`src/rtl/avr_mem_pkg.sv`:
```
`default_nettype none
// ============================================================================
// Module      : avr_mem_pkg
// Description : Shared definitions for the AVR data-memory subsystem.
//               Provides the read-return owner encoding and the RAM geometry.
// Revision    : 1.0 - initial release
// ============================================================================
package avr_mem_pkg;

   localparam int DMEM_ADDR_W = 11;
   localparam int DMEM_SIZE   = 2048;

   // Which master the RAM read data of the current cycle belongs to.
   typedef enum logic [1:0] {
      OWN_NONE = 2'd0,
      OWN_CPU  = 2'd1,
      OWN_AUX  = 2'd2
   } owner_e;

endpackage : avr_mem_pkg
`default_nettype wire

```
`src/rtl/avr_arb_starve_cnt.sv`:
```
`default_nettype none
// ============================================================================
// Module      : avr_arb_starve_cnt
// Description : Auxiliary-master starvation counter. Counts consecutive
//               cycles in which aux is requesting but not granted; when the
//               count reaches STARVE_LIMIT, force_aux tells the arbiter to let
//               aux through for one cycle (the grant then clears the count).
// Ports       : CLK, RST (async, active-high)
//               aux_req   - aux is requesting this cycle
//               aux_gnt   - aux was granted this cycle
//               force_aux - aux must win arbitration this cycle
// Revision    : 1.0 - initial release
// ============================================================================
module avr_arb_starve_cnt
   import avr_mem_pkg::*;
#(
   parameter int STARVE_LIMIT = 4
) (
   input  logic CLK,
   input  logic RST,
   input  logic aux_req,
   input  logic aux_gnt,
   output logic force_aux
);

   logic [3:0] cnt;

   always_ff @(posedge CLK or posedge RST) begin
      if (RST) begin
         cnt <= 4'd0;
      end else if (!aux_req || aux_gnt) begin
         cnt <= 4'd0;
      end else if (cnt != 4'hF) begin
         cnt <= cnt + 4'd1;
      end
   end

   assign force_aux = aux_req && (cnt == 4'(STARVE_LIMIT));

endmodule : avr_arb_starve_cnt
`default_nettype wire

```
`src/rtl/avr_dmem_arbiter.sv`:
```
`default_nettype none
// ============================================================================
// Module      : avr_dmem_arbiter
// Description : Single-port data-RAM arbiter between the AVR core data port
//               and an auxiliary master (debug/loader/DMA). One access per
//               clock, CPU priority by default, one-cycle read return routed
//               to whichever master issued the read.
// Config      : `define AVR_DMEM_ARB_FAIR_EN to enable the aux starvation
//               counter (aux forced through after STARVE_LIMIT denials).
// Ports       : CLK, RST (async, active-high)
//               cpu_req/we/addr/wdata -> core request; cpu_rdata, cpu_stall
//               aux_req/we/addr/wdata -> aux request; aux_gnt, aux_rvalid,
//               aux_rdata
//               mem_addr/we/wdata     -> RAM; mem_rdata <- RAM (1-cycle)
// Revision    : 1.0 - initial release
// ============================================================================
module avr_dmem_arbiter
   import avr_mem_pkg::*;
#(
   parameter int ADDR_W       = DMEM_ADDR_W,
   parameter int STARVE_LIMIT = 4
) (
   input  logic              CLK,
   input  logic              RST,
   input  logic              cpu_req,
   input  logic              cpu_we,
   input  logic [15:0]       cpu_addr,
   input  logic [7:0]        cpu_wdata,
   output logic [7:0]        cpu_rdata,
   output logic              cpu_stall,
   input  logic              aux_req,
   input  logic              aux_we,
   input  logic [ADDR_W-1:0] aux_addr,
   input  logic [7:0]        aux_wdata,
   output logic              aux_gnt,
   output logic              aux_rvalid,
   output logic [7:0]        aux_rdata,
   output logic [ADDR_W-1:0] mem_addr,
   output logic              mem_we,
   output logic [7:0]        mem_wdata,
   input  logic [7:0]        mem_rdata
);

   if (STARVE_LIMIT < 1 || STARVE_LIMIT > 15) begin : g_limit_chk
      $error("avr_dmem_arbiter: STARVE_LIMIT must be in 1..15");
   end

   logic              force_aux;
   logic              cpu_win;
   logic              aux_win;
   logic              cpu_oor;
   logic [ADDR_W-1:0] last_addr;
   logic [7:0]        last_wdata;
   owner_e            rd_owner;
   logic              rd_oor;

`ifdef AVR_DMEM_ARB_FAIR_EN
   avr_arb_starve_cnt #(
      .STARVE_LIMIT (STARVE_LIMIT)
   ) u_starve_cnt (
      .CLK       (CLK),
      .RST       (RST),
      .aux_req   (aux_req),
      .aux_gnt   (aux_gnt),
      .force_aux (force_aux)
   );
`else
   assign force_aux = 1'b0;
`endif

   // Any address bit above the RAM window marks the access out of range.
   assign cpu_oor = (cpu_addr >> ADDR_W) != 16'd0;

   // Grant decision; nothing is granted while reset is asserted so that no
   // write can reach the RAM during reset.
   always_comb begin
      cpu_win = 1'b0;
      aux_win = 1'b0;
      if (!RST) begin
         if (aux_req && (force_aux || !cpu_req)) begin
            aux_win = 1'b1;
         end else if (cpu_req) begin
            cpu_win = 1'b1;
         end
      end
   end

   // RAM port mux; when idle the address/data hold their last driven value.
   always_comb begin
      mem_addr  = last_addr;
      mem_wdata = last_wdata;
      mem_we    = 1'b0;
      if (cpu_win) begin
         mem_addr  = cpu_addr[ADDR_W-1:0];
         mem_wdata = cpu_wdata;
         mem_we    = cpu_we && !cpu_oor;
      end else if (aux_win) begin
         mem_addr  = aux_addr;
         mem_wdata = aux_wdata;
         mem_we    = aux_we;
      end
   end

   assign aux_gnt   = aux_win;
   assign cpu_stall = cpu_req && aux_win;

   always_ff @(posedge CLK or posedge RST) begin
      if (RST) begin
         last_addr  <= '0;
         last_wdata <= 8'h00;
         rd_owner   <= OWN_NONE;
         rd_oor     <= 1'b0;
      end else begin
         last_addr  <= mem_addr;
         last_wdata <= mem_wdata;
         rd_oor     <= cpu_win && cpu_oor;
         if (cpu_win && !cpu_we) begin
            rd_owner <= OWN_CPU;
         end else if (aux_win && !aux_we) begin
            rd_owner <= OWN_AUX;
         end else begin
            rd_owner <= OWN_NONE;
         end
      end
   end

   // Read return: RAM data is steered to the owner of last cycle's read;
   // out-of-range CPU reads return zero.
   assign cpu_rdata  = (rd_owner == OWN_CPU && !rd_oor) ? mem_rdata : 8'h00;
   assign aux_rvalid = (rd_owner == OWN_AUX);
   assign aux_rdata  = aux_rvalid ? mem_rdata : 8'h00;

endmodule : avr_dmem_arbiter
`default_nettype wire

```
`config.mk`:
```
export PLATFORM = sky130hd
export DESIGN_NAME = avr_dmem_arbiter
export DESIGN_NICKNAME = d
export VERILOG_FILES = /design/src/rtl/avr_mem_pkg.sv /design/src/rtl/avr_arb_starve_cnt.sv /design/src/rtl/avr_dmem_arbiter.sv
export SDC_FILE = /design/constraint.sdc
export NUM_CORES = 1
export LEC_CHECK = 0
export CAP_MARGIN = 20
export CORE_MARGIN = 2
export CORE_UTILIZATION = 29
export CTS_CLUSTER_SIZE = 8
export DETAILED_ROUTE_END_ITERATION = 16
export PLACE_DENSITY = 0.85
export REMOVE_ABC_BUFFERS = 1
export SLEW_MARGIN = 20
export SYNTH_ARGS = -nofsm -noshare
export SYNTH_HDL_FRONTEND = slang
export SYNTH_HIERARCHICAL = 1
export SYNTH_SLANG_ARGS = --single-unit
```
`constraint.sdc`:
```
create_clock -name CLK -period 1.8 [get_ports CLK]
set_clock_uncertainty 0.2 [all_clocks]
set_input_delay 0.18 -clock CLK [delete_from_list [all_inputs] [get_ports CLK]]
set_output_delay 0.18 -clock CLK [all_outputs]
set_load 0.05 [all_outputs]
```
==> results.txt <==
----------------------------------------------------
[Placed design]
  DP Area ... ~0.0028 mm²
  Global placer's final weighted congestion ... around 0.85
  Total of buffers placed on input and output ports ... 94
  Placed wire-length estimate ... 3.67 mm

[Power and ir drop]
  Leakage ... 1.28 nW
  Power per cell area ... 688 mW/mm²
  Peak ir drop on the vdd network ... 0.575 mV
  Tot Pwr ... 0.00206 W

[Worst hold path]
  Kind of path behind the tightest hold check ... in -> reg
  Worst Hold Endpoint ... rd_owner[1]
  Number of stages on the worst hold path ... 3
  Beginning of the worst hold path ... RST

[Timing]
  Post-route minimum period ... 1.83 ns
  Hold slack final ... about 0.21 ns
  Post-route fraction of the period consumed by the critical path ... 1.01
  Setup Viol. Count Final ... 3
  Max frequency ... 547 MHz
  Count of endpoints failing hold in the final timing report ... 0
  Count of pins over their slew limit ... 0
  Smallest setup slack after layout ... -0.0267 ns

[Routing]
  DRC violation count after routing ... 0
  Pre-Repair DR Iteration Count ... 4
  DRT iter0 DRCs ... 35
  Routed length per placed instance ... 17.6 µm
  DR vias/cell ... 5.12
  Vias post-DR ... 1633
  Detail Route Antenna Nets ... 0
  Total Routed Length ... 5.60 mm

[Clocking]
  CTS tree ... done
  Clock buffer depth ... 2
  H-tree Lvls ... 1
  Cell at the root of the clock tree ... sky130_fd_sc_hd__clkbuf_8
  Clock transition at the registers of the reported paths ... 0.08 ns
  Clock sink total ... 22
  Worst-skew pair later-pin latency ... 0.28 ns
  TritonCTS Buffers ... 3
  Count of buffers added by post-CTS timing repair for setup ... 0

[GRT]
  Global-route wire length before repair ... approximately 7.5 mm
  Total congestion overflow ... 0
  Vias in the first global route ... about 1700
  Pin count of the biggest net entering global routing ... 21
  Total GRT Usage ... 0.222
  Initial antenna violation count ... 0

[Die]
  Core footprint ... 0.00394 mm²
  IO Count ... 96
  Die Y ... 67.6 µm
  Starting density of the core ... 0.297
  X dimension of the die ... a little under 70 µm
  Area of the die ... 0.00457 mm²
  Row count ... 23

[Setup path]
  Cell Chain, Critical Path ... dlygate4sd2_1, or2_4, buf_12, o22ai_1, nor3_2, buf_4, buf_12
  Slowest cell on crit path ... sky130_fd_sc_hd__or2_4
  Worst EP arrival ... 1.45 ns
  R2R Path End ... last_wdata[4]
  CP max FO ... 15
  Kind of launch point of the worst setup path ... input port
  R2R setup slack ... approximately 0.56 ns
  Start-to-end type of the worst setup path ... in -> out
  Critical R2R Launch ... last_wdata[4]
  Crit end category ... primary output
  Max stage delay on crit path ... 0.27 ns
  Depth of the most critical reg-to-reg path ... 3
  Most numerous cell on the critical path ... sky130_fd_sc_hd__buf_12
  Endpoint required time on the critical path ... 1.42 ns

[Yosys]
  Sequential area share after synthesis ... 0.470
  Cell Area, Synth ... 0.00117 mm²
  Yosys top cell area share ... 0.470
  Dominant cell type by area after synthesis ... sky130_fd_sc_hd__dfrtp_1
  Syn Inst Count ... 140
  Synth top area cells ... sky130_fd_sc_hd__dfrtp_1, sky130_fd_sc_hd__nor3_1, sky130_fd_sc_hd__o22ai_1, sky130_fd_sc_hd__and2_1, sky130_fd_sc_hd__nor2_1
  Number of warning messages in the yosys log ... 6
  Number of distinct standard cells referenced by the synthesized netlist ... 19
  Mean area per synthesized cell ... 8.37 µm²
  Flip-flop and latch count after synthesis ... 22

[Final layout]
  Layout Area Growth over Synthesis ... 156%
  Fraction of layout instances using a drive strength above 1 ... 0.368
  Inserted Diodes ... 0
  Filler instances ... 241
  Number of nets in the layout ... 327
  Area of all placed cells without fillers ... approximately 0.003 mm²

[Flow run]
  Number of violations of the max-capacitance limit ... 0

[Outcome]
  Run status ... finished, violations left
  Violations in the final reports ... setup timing

----------------------------------------------------
critical path, delay by kind of cell:
kind	cells	cell delay, ns
buf+inv	4	0.69
compound gates	1	0.21
simple gates	2	0.35
per-stage QoR:
step / util / instances / setup TNS, ns / setup WS, ns
6_report: 0.760 / 319 / -0.0366 / -0.0267
4_1_cts: 0.740 / 317 / 0 / 0.00347
3_3_place_gp: 0.715 / 311 / -3.85 / -0.215
3_5_place_dp: 0.715 / 311 / -4.35 / -0.277
2_1_floorplan: - / 128 / -32.84 / -0.836
5_1_grt: 0.760 / 319 / -0.251 / -0.0681
registers in the layout, summed over array words and instances (netlist names):
register / cells
rd_owner: 2
rd_oor: 1
last_addr: 11
last_wdata: 8
cells in the mapped netlist (all sizes together):
cell type,n
o22ai,18
nor2b,1
buf,5
or4,1
and2,16
nand2b,2
inv,2
clkbuf,7
o32ai,1
a21oi,1
nor3b,1
a32o,1
or2,1
conb,1
dfrtp,22
nor3,37
nor2,23
how the worst max path moves through the flow:
| stage | from | end | slack (ns) | cells after the start |
|---|---|---|---|---|
| final | aux_req | mem_addr[0] | -0.03 | 7 |
| after global routing | cpu_req | mem_addr[6] | -0.07 | 6 |
| after CTS | cpu_addr[14] | mem_we | 0.003 | 5 |
| after detailed placement | RST | mem_wdata[5] | -0.28 | 7 |
| after global placement | RST | mem_addr[2] | -0.22 | 7 |
| after floorplan | RST | last_addr[0] | -0.84 | 3 |
what timing repair did:
item | 4_1_cts | 5_1_grt
gates resized for setup | 15 | 16
hold buffers | 2 | 2
pin swaps | 4 | 4
hold endpoints to repair | 7 | 15
setup endpoints to repair | 28 | 19
gates cloned | 0 | 0
cells in the final DEF (no fill, tap or decap), types with 2 or more instances in the layout:
cell	instances
sky130_fd_sc_hd__clkdlybuf4s50_1	49
sky130_fd_sc_hd__buf_12	40
sky130_fd_sc_hd__buf_4	35
sky130_fd_sc_hd__nor3_1	30
sky130_fd_sc_hd__nor2_1	22
sky130_fd_sc_hd__dfrtp_1	22
sky130_fd_sc_hd__and2_1	16
sky130_fd_sc_hd__o22ai_1	14
sky130_fd_sc_hd__nor3_2	7
sky130_fd_sc_hd__o22ai_2	4
sky130_fd_sc_hd__clkbuf_8	4
sky130_fd_sc_hd__dlygate4sd3_1	4
sky130_fd_sc_hd__dlygate4sd2_1	4
sky130_fd_sc_hd__inv_1	2
sky130_fd_sc_hd__nand2b_1	2
sky130_fd_sc_hd__clkdlybuf4s15_1	2
cells by family after synthesis:
group	after synthesis	share of synthesized area
buffers and inverters	14	0.0544
other	1	0.00320
DFF	22	0.470
and+or+nand+nor	82	0.356
AOI/OAI and AO/OA	21	0.116
power by group:
part           internal, W  total (W)  switching (W)
clock             0.000196   0.000382       0.000186
sequential        0.000558   0.000599      0.0000407
combinational     0.000555    0.00108       0.000525
total              0.00131    0.00206       0.000752
per-layer routing:
layer	wire length (µm)	GRT usage	part of all wire
met3	442	0.0600	0.079
met2	3030	0.401	0.54
met1	1970	0.242	0.35
met5	0	0	0
met4	159	0.0969	0.028
cell type report:
| class | count | area, µm² | share of cell area |
|---|---|---|---|
| repair buffers | 137 | 1680 | 0.561 |
| multi-input cells | 104 | 642 | 0.214 |
| flip-flops and latches | 22 | 551 | 0.184 |
| well taps | 50 | 62.6 | 0.0209 |
| clock buffers | 4 | 55.1 | 0.0184 |
| inverters | 2 | 7.51 | 0.00250 |
(Power assumes the default switching activity.)
